**config.mk**
```make
export PLATFORM = sky130hd
export DESIGN_NAME = regdump_streamer
export DESIGN_NICKNAME = d
export VERILOG_FILES = /design/src/rtl/regdump_streamer.sv
export SDC_FILE = /design/constraint.sdc
export NUM_CORES = 1
export LEC_CHECK = 0
export CAP_MARGIN = 20
export CORE_UTILIZATION = 45
export CTS_CLUSTER_SIZE = 24
export DETAILED_ROUTE_END_ITERATION = 7
export PLACE_DENSITY = 0.85
export SYNTH_ARGS = -nofsm -noshare
export SYNTH_HDL_FRONTEND = slang
export SYNTH_SLANG_ARGS = --single-unit
```
**constraint.sdc**
```tcl
create_clock -name clk -period 3.6 [get_ports clk]
set_input_delay 0.72 -clock clk [delete_from_list [all_inputs] [get_ports clk]]
set_output_delay 0.72 -clock clk [all_outputs]
set_load 0.1 [all_outputs]
```
**src/rtl/regdump_streamer.sv**
```systemverilog
// regdump_streamer: on dump_req, streams the PC and then $s0-$s7 and $t0-$t9 as tagged valid/ready words.
// Optional feature macro REGDUMP_CHECKSUM_EN appends an XOR checksum word (tag 19) to every dump.
module regdump_streamer #(
    parameter int DATA_W = 32,
    parameter int ADDR_W = 5,
    parameter int TAG_W  = 5
) (
    input  logic              clk,
    input  logic              reset,
    input  logic              dump_req,
    input  logic [DATA_W-1:0] pc_in,
    output logic [ADDR_W-1:0] rf_raddr,
    input  logic [DATA_W-1:0] rf_rdata,
    output logic              out_valid,
    input  logic              out_ready,
    output logic [DATA_W-1:0] out_data,
    output logic [TAG_W-1:0]  out_tag,
    output logic              out_last,
    output logic              busy,
    output logic              done
);

    // Handshake: a word transfers on every rising edge where out_valid && out_ready are both high;
    // while out_valid=1 and out_ready=0, out_data, out_tag and out_last are held unchanged.

`ifdef REGDUMP_CHECKSUM_EN
    typedef enum logic [2:0] {
        IDLE     = 3'd0,
        SEND_PC  = 3'd1,
        FETCH    = 3'd2,
        SEND_REG = 3'd3,
        DONE     = 3'd4,
        SEND_SUM = 3'd5
    } state_t;
    localparam logic [TAG_W-1:0] SUM_TAG = TAG_W'(19);
`else
    typedef enum logic [2:0] {
        IDLE     = 3'd0,
        SEND_PC  = 3'd1,
        FETCH    = 3'd2,
        SEND_REG = 3'd3,
        DONE     = 3'd4
    } state_t;
`endif

    localparam logic [TAG_W-1:0] FIRST_IDX = TAG_W'(1);
    localparam logic [TAG_W-1:0] LAST_IDX  = TAG_W'(18);

    state_t            state;
    logic [TAG_W-1:0]  idx;

    // Word index to register number: 1-8 -> r16-r23 ($s), 9-16 -> r8-r15 ($t0-$t7), 17-18 -> r24-r25.
    function automatic logic [ADDR_W-1:0] reg_addr(input logic [TAG_W-1:0] i);
        logic [TAG_W-1:0] a;
        if (i <= TAG_W'(8))
            a = i + TAG_W'(15);
        else if (i <= TAG_W'(16))
            a = i - TAG_W'(1);
        else
            a = i + TAG_W'(7);
        return ADDR_W'(a);
    endfunction

`ifdef REGDUMP_CHECKSUM_EN
    logic [DATA_W-1:0] acc;

    always_ff @(posedge clk) begin
        if (reset)
            acc <= '0;
        else if (state == IDLE && dump_req)
            acc <= '0;
        else if (out_valid && out_ready)
            acc <= acc ^ out_data;
    end
`endif

    always_ff @(posedge clk) begin
        if (reset) begin
            state     <= IDLE;
            idx       <= '0;
            rf_raddr  <= '0;
            out_valid <= 1'b0;
            out_data  <= '0;
            out_tag   <= '0;
            out_last  <= 1'b0;
            busy      <= 1'b0;
            done      <= 1'b0;
        end else begin
            done <= 1'b0;
            case (state)
                IDLE: begin
                    if (dump_req) begin
                        out_data  <= pc_in;
                        out_tag   <= '0;
                        out_valid <= 1'b1;
                        out_last  <= 1'b0;
                        busy      <= 1'b1;
                        state     <= SEND_PC;
                    end
                end
                SEND_PC: begin
                    if (out_ready) begin
                        out_valid <= 1'b0;
                        idx       <= FIRST_IDX;
                        rf_raddr  <= reg_addr(FIRST_IDX);
                        state     <= FETCH;
                    end
                end
                FETCH: begin
                    // rf_rdata is sampled here, so pipeline writes before this edge are visible.
                    out_data  <= rf_rdata;
                    out_tag   <= idx;
                    out_valid <= 1'b1;
`ifdef REGDUMP_CHECKSUM_EN
                    out_last  <= 1'b0;
`else
                    out_last  <= (idx == LAST_IDX);
`endif
                    state     <= SEND_REG;
                end
                SEND_REG: begin
                    if (out_ready) begin
                        out_valid <= 1'b0;
                        out_last  <= 1'b0;
                        if (idx == LAST_IDX) begin
`ifdef REGDUMP_CHECKSUM_EN
                            // acc does not yet include the $t9 word accepted at this edge.
                            out_data  <= acc ^ out_data;
                            out_tag   <= SUM_TAG;
                            out_valid <= 1'b1;
                            out_last  <= 1'b1;
                            state     <= SEND_SUM;
`else
                            done      <= 1'b1;
                            state     <= DONE;
`endif
                        end else begin
                            idx      <= idx + TAG_W'(1);
                            rf_raddr <= reg_addr(idx + TAG_W'(1));
                            state    <= FETCH;
                        end
                    end
                end
`ifdef REGDUMP_CHECKSUM_EN
                SEND_SUM: begin
                    if (out_ready) begin
                        out_valid <= 1'b0;
                        out_last  <= 1'b0;
                        done      <= 1'b1;
                        state     <= DONE;
                    end
                end
`endif
                DONE: begin
                    busy  <= 1'b0;
                    state <= IDLE;
                end
                default: begin
                    out_valid <= 1'b0;
                    out_last  <= 1'b0;
                    busy      <= 1'b0;
                    state     <= IDLE;
                end
            endcase
        end
    end

endmodule

```
==> run metrics, run 1 <==
Syn. warnings=0; root buf cell=clkbuf_8; Fin. Hold Viols=0; Critical Path RT=approximately 3.8 ns; worst-path fanout max=14; Detailed Route Iter0 Violations=roughly 130; Synth cell types=43; GRT Total Usage=0.220; global-route wire length before repair=10.7 mm; initial antenna violation count=0; Leakage=roughly 0.0013 uW; critical path launch point type=flop; post-synthesis instance total=285; wire length on met2=approximately 3.3 mm; Seq/Total Area, Yosys=0.412; CP Capture Type=flop; Post-CTS Resized=0; R2R Setup Slk=~1.0 ns; Max VDD drop=between 0.2 and 0.3 mV; detailed-route wire length=approximately 6.5 mm; sequential standard cell area=1080 um^2; CTS Sinks=between 50 and 60; DR vias=approximately 2,400; Max Buffers Root-to-Sink=2; multi-input logic area=between 1000 and 1500 um^2; Num CTS Buffers=5; skew final=0.00782 ns; achievable frequency=roughly 0.39 GHz; CTS tree=done; Post-Syn Area=approximately 2600 um^2; Die Footprint=6130 um^2; power after layout=~1800 uW; part of the cycle the worst path needs=0.716; max layer used=met4; final setup violation count=0; postcts setup bufs=0; area delta synth->final=47.4%; num ports=between 100 and 150; Remaining DRCs=0; First-pass DRT Iterations=4; final instance area=slightly below 4000 um^2; Layout Utilization=0.693; routability congestion estimate=0.799; Core ar.=5570 um^2; Reg clk slew, reported paths=0.10 ns; Antenna diodes=0; pre-CTS setup slack=approximately 1.1 ns; clk_lat worst skew=around 0.3 ns; top_reg_cell synth=dfxtp_1; status=finished clean; arrival time worst endpoint=about 2.8 ns; vias in the first global route=2,319; setup TNS=0 ns; Post-synth EDFFs=0; crit path time final=2.58 ns; Worst Max-Slew Pin Slew=1.01 ns; DP Area=between 3000 and 4000 um^2; Congestion Overflow GR=0; H-Tree Depth=2; row cnt=27; largest net degree at the start of global routing=55; Final Max Tran Viols=0; proportion of layout cells with a drive suffix above 1=0.0599; Syn Nets=357; syn avg cell area=9.20 um^2; Die Wd=78.3 um; initial core utilization=0.470; WL met3=502 um; die height=roughly 80 um; Synth Register Bits=54; hold buffer count at CTS=0; Hold Path Class=reg2reg; Final WS setup=1.02 ns; power density over the cells=457 nW/um^2; routed len/inst=14.2 um; post-synthesis async set-or-reset flop share=0; unrepaired setup endpoints after global routing=no; nets=between 400 and 500; fill count=430; routed vias/inst=5.34; Worst Setup Path Type=reg2reg; antenna-violating nets left=0; max_slew headroom=0.326; Max-cap violations=0; M1 wire length=roughly 2.7 mm; hpwl dp=4.74 mm; Port Buf Inserts=approximately 110
==> layer usage <==
layer,GRT usage,vias up
met2,0.368,93
met3,0.0744,6
met1,0.272,1108
li1,-,1227
met4,0.0519,0
met5,0,-
==> worst max-delay path, cell delays in order, from the launching register on <==
cell	delay, ns
dfxtp_1	0.61
ha_1	0.43
nand2b_1	0.18
o21ai_0	0.09
a21oi_1	0.16
o21ai_0	0.10
ha_1	0.35
a21oi_1	0.21
nand2_1	0.11
o221ai_2	0.16
a31oi_1	0.06
==> where the power goes <==
part           internal [uW]  total [uW]  switching (uW)  leakage, uW
Clock                    297         491             194    0.0000714
Combinational            186         603             417     0.000796
Sequential               642         673            31.3     0.000444
Total                   1120        1770             642      0.00131
==> logic make-up (layout without fill, tap and decap cells) <==
group	count (synthesis)	in the layout	synth area share
AOI/OAI and AO/OA	80	80	0.218
and+or+nand+nor	78	78	0.145
DFF	54	54	0.412
muxes	32	32	0.122
buffers and inverters	32	131	0.0668
adders and majority gates	5	5	0.0229
xor gates and xnor gates	4	4	0.0134
==> metrics by stage <==
step | hold slack (ns) | cells
CTS | 0.494 | 456
detailed placement | 0.480 | 448
global route | 0.525 | 456
floorplan | 0.526 | 285
global placement | 0.467 | 448
finish | 0.484 | 456
==> path summary, 6_finish.rpt <==
check | cells after the start | end | start
worst max-delay path | 10 | rf_raddr[4]$_SDFFE_PP0P_ | idx[0]$_SDFFE_PP0P_
worst min-delay path | 2 | out_valid$_SDFFE_PP0P_ | out_valid$_SDFFE_PP0P_
worst max register to register | 10 | rf_raddr[4]$_SDFFE_PP0P_ | idx[0]$_SDFFE_PP0P_
worst min register to register | 2 | out_valid$_SDFFE_PP0P_ | out_valid$_SDFFE_PP0P_
==> synth_stat cells (all sizes together) (2+ instances only) <==
cell type / number / area share
a21o: 2 / 0.0057
a22oi: 10 / 0.029
a21oi: 15 / 0.029
nand3: 6 / 0.016
a31oi: 4 / 0.0095
clkbuf: 9 / 0.013
xnor2: 3 / 0.010
dfxtp: 54 / 0.41
inv: 6 / 0.0086
nor2: 49 / 0.070
o21ai: 7 / 0.015
o21a: 2 / 0.0057
nor3: 3 / 0.0076
mux2i: 32 / 0.12
nor3b: 2 / 0.0057
nand2: 11 / 0.016
buf: 17 / 0.045
ha: 4 / 0.019
a211oi: 34 / 0.099
==> sequential cells by signal, indices dropped and copies added (netlist names) <==
register   count
busy           1
out_last       1
out_valid      1
out_tag        5
rf_raddr       5
state          3
done           1
out_data      32
idx            5
==> cells in the final DEF, fill, tap and decap left out, types with 2 or more instances in the layout <==
cell | Yosys | layout
nand3_1 | 5 | 5
buf_4 | 2 | 4
nor2_1 | 49 | 49
inv_1 | 5 | 5
clkbuf_8 | 0 | 6
dfxtp_1 | 54 | 54
a21o_1 | 2 | 2
bufinv_16 | 0 | 2
a21oi_1 | 15 | 15
nand2_1 | 11 | 11
o21ai_0 | 5 | 5
ha_1 | 4 | 4
a31oi_1 | 4 | 4
nor3_1 | 2 | 2
a211oi_1 | 33 | 33
nor3b_1 | 2 | 2
clkdlybuf4s50_1 | 0 | 112
a22oi_1 | 10 | 10
mux2i_1 | 32 | 32
xnor2_1 | 3 | 3
==> layout make-up <==
| class | count | share of cell area |
|---|---|---|
| clock buffers | 6 | 0.0214 |
| clock inverters | 2 | 0.0155 |
| inverters | 6 | 0.00583 |
| multi-input cells | 199 | 0.355 |
| flip-flops and latches | 54 | 0.280 |
| well taps | 72 | 0.0233 |
| repair buffers | 117 | 0.299 |
Power figures use the tool's default switching activity.
==> run 2, diff against run 1 <==
--- a/config.mk
+++ b/config.mk
@@ -6,10 +6,10 @@
 export NUM_CORES = 1
 export LEC_CHECK = 0
 export CAP_MARGIN = 20
-export CORE_UTILIZATION = 45
+export CORE_UTILIZATION = 38
 export CTS_CLUSTER_SIZE = 24
 export DETAILED_ROUTE_END_ITERATION = 7
-export PLACE_DENSITY = 0.85
+export PLACE_DENSITY = 0.76
 export SYNTH_ARGS = -nofsm -noshare
 export SYNTH_HDL_FRONTEND = slang
 export SYNTH_SLANG_ARGS = --single-unit
==> constraint.sdc (replaced) <==
create_clock -name clk -period 2.3 [get_ports clk]
set_input_delay 0.46 -clock clk [delete_from_list [all_inputs] [get_ports clk]]
set_output_delay 0.46 -clock clk [all_outputs]
set_load 0.1 [all_outputs]
==> run 2 against run 1 <==
  * Count of clock-buffer cells in the layout increased by 2
  * Global-route usage shrank 3.0 points
  * Register-to-register slack lost 0.78 ns
  * Via count grew 0.90%
  * Routed wire length rose by 2.1%
  * Setup slack worse by 0.78 ns
  * Die area grew 18%
  * Non-clock buffer count up 8
  * Maximum frequency increased by 25%
  * Critical path depth stayed put
==> run metrics, run 2 (same netlist as run 1, synthesis figures left out) <==
status=finished clean; achievable frequency=just under 0.5 GHz; hold path startpoint=out_last$_SDFFE_PP0P_; switch share=0.388; H-Tree Depth=2; First-pass DRT Iterations=4; worst r2r path cells=10; hold depth=2; Worst Setup Path Type=reg2reg; routability congestion estimate=about 0.86; CTS Sinks=54; antenna-violating nets left=0; switching power=1010 uW; Critical Path Max Stage Delay=around 0.36 ns; Antenna diodes=0; cell at the slowest stage of the critical path=dfxtp_2; Crit path depth=10; Top reg by flops=out_data; max_slew headroom=0.623; global-route wire length before repair=around 11 mm; reg-to-reg startpoint=idx[0]$_SDFFE_PP0P_; initial core utilization=0.404; routed vias/inst=about 5.2; vias in the first global route=roughly 2,400; area delta synth->final=45.5%; nets=around 460; Remaining DRCs=0; hpwl dp=a little over 5 mm; Final Max Tran Viols=0; hold buffer count at CTS=0; CTS tree=done; Port Buf Inserts=113; Largest register FFs=32; routed len/inst=roughly 14 um; skew final=around 0.0028 ns; Worst Max-Slew Pin Slew=0.565 ns; power density over the cells=approximately 700 nW/um^2; buffer and inverter count on the worst path=0; root buf cell=clkbuf_8; sequential standard cell area=about 1100 um^2; clk_lat worst skew=approximately 0.30 ns; commonest non-fill, non-tap cell in the layout=clkdlybuf4s50_1; Max-cap violations=0; Fin. Hold Viols=0; Die Footprint=about 7200 um^2; GRT Total Usage=0.191; most frequent cells in the layout=66 x clkdlybuf4s50_1, 56 x buf_4, 52 x dfxtp_1; row cnt=29; largest net degree at the start of global routing=65; Max Buffers Root-to-Sink=2; Num CTS Buffers=5; Critical Path Source=idx[0]$_SDFFE_PP0P_; fill count=~600; Congestion Overflow GR=0; Hold Worst Slack=approximately 0.49 ns; Leakage=approximately 0.0014 uW; Clk pwr share=0.234; worst-path fanout max=7; Die Wd=85.1 um; part of the power in combinational logic=0.362; final instance area=3810 um^2; DP Area=~3700 um^2; CP Capture Type=flop; die height=85.1 um; proportion of layout cells with a drive suffix above 1=0.204; Hold Path Class=reg2reg; setup TNS=0 ns; multi-input logic area=1380 um^2; Reg power frac=0.404; Reg clk slew, reported paths=~0.090 ns; Core ar.=6490 um^2; unrepaired setup endpoints after global routing=no; crit path time final=between 2 and 2.5 ns; final setup violation count=0; Post-CTS Resized=0; Crit path max-delay family=compound AO/OA/AOI/OAI gates; initial antenna violation count=0; Max VDD drop=between 0.3 and 0.4 mV; critical path launch point type=flop; P_int=around 1600 uW; DR vias=about 2,500; Detailed Route Iter0 Violations=48; arrival time worst endpoint=approximately 2.3 ns; Critical Path RT=around 2.5 ns; detailed-route wire length=~6.6 mm; part of the cycle the worst path needs=0.896; cell chain of the critical path=ha_1 > nand2b_1 > o21ai_0 > a21oi_1 > o21ai_0 > ha_1 > a21o_1 > o2111ai_2 > o221ai_2 > a31oi_1; num ports=between 100 and 150; postcts setup bufs=0
run 2: cell count changes in the layout (fill, tap and decap cells not counted), sizes merged:
cell | previous run | this run
clkbuf | 6 | 8
buf | 5 | 59
bufinv | 2 | 0
clkdlybuf4s50 | 112 | 66
run 2: worst reg2reg max path, delay by kind of cell (launching register included):
kind            cells  cell delay (ns)
compound gates      7             0.84
flops               1             0.36
fa+ha+maj           2             0.63
simple gates        1             0.12
run 2: worst paths after layout:
kind / to / slack, ns
setup / recovery: rf_raddr[4]$_SDFFE_PP0P_ / 0.24
hold / removal: out_last$_SDFFE_PP0P_ / 0.49
setup reg to reg: rf_raddr[4]$_SDFFE_PP0P_ / 0.24
hold reg to reg: out_last$_SDFFE_PP0P_ / 0.49
run 2: power groups by stage:
stage | clock network [uW] | logic, uW | registers, uW
final | 608 | 939 | 1050
after global routing | 660 | 987 | 1060
after global placement | 0 | 938 | 1070
after CTS | 629 | 945 | 1050
after floorplan | 0 | 214 | 1530
after detailed placement | 0 | 946 | 1070
run 2: final cells by class:
type | instances | area share
Multi-Input combinational cell | 199 | 0.361
Timing Repair Buffer | 125 | 0.295
Sequential cell | 54 | 0.284
Clock buffer | 8 | 0.0289
Tap cell | 77 | 0.0253
Inverter | 6 | 0.00591
run 2: metrics by stage:
step | setup slack (ns) | std cells | power, uW | util
finish | 0.240 | 469 | 2600 | 0.587
global route | 0.0700 | 469 | 2710 | 0.587
CTS | 0.153 | 469 | 2620 | 0.586
detailed placement | 0.180 | 461 | 2010 | 0.569
global placement | 0.245 | 461 | 2000 | 0.569
floorplan | 0.318 | 285 | 1740 | -
run 2: routing by layer:
metal,track usage,routed length [um],part of all wire,vias up
met5,0,0,0,-
met2,0.315,3130,0.47,114
li1,-,-,-,1241
met1,0.229,2760,0.42,1083
met4,0.0740,170,0.026,0
met3,0.0642,575,0.087,18
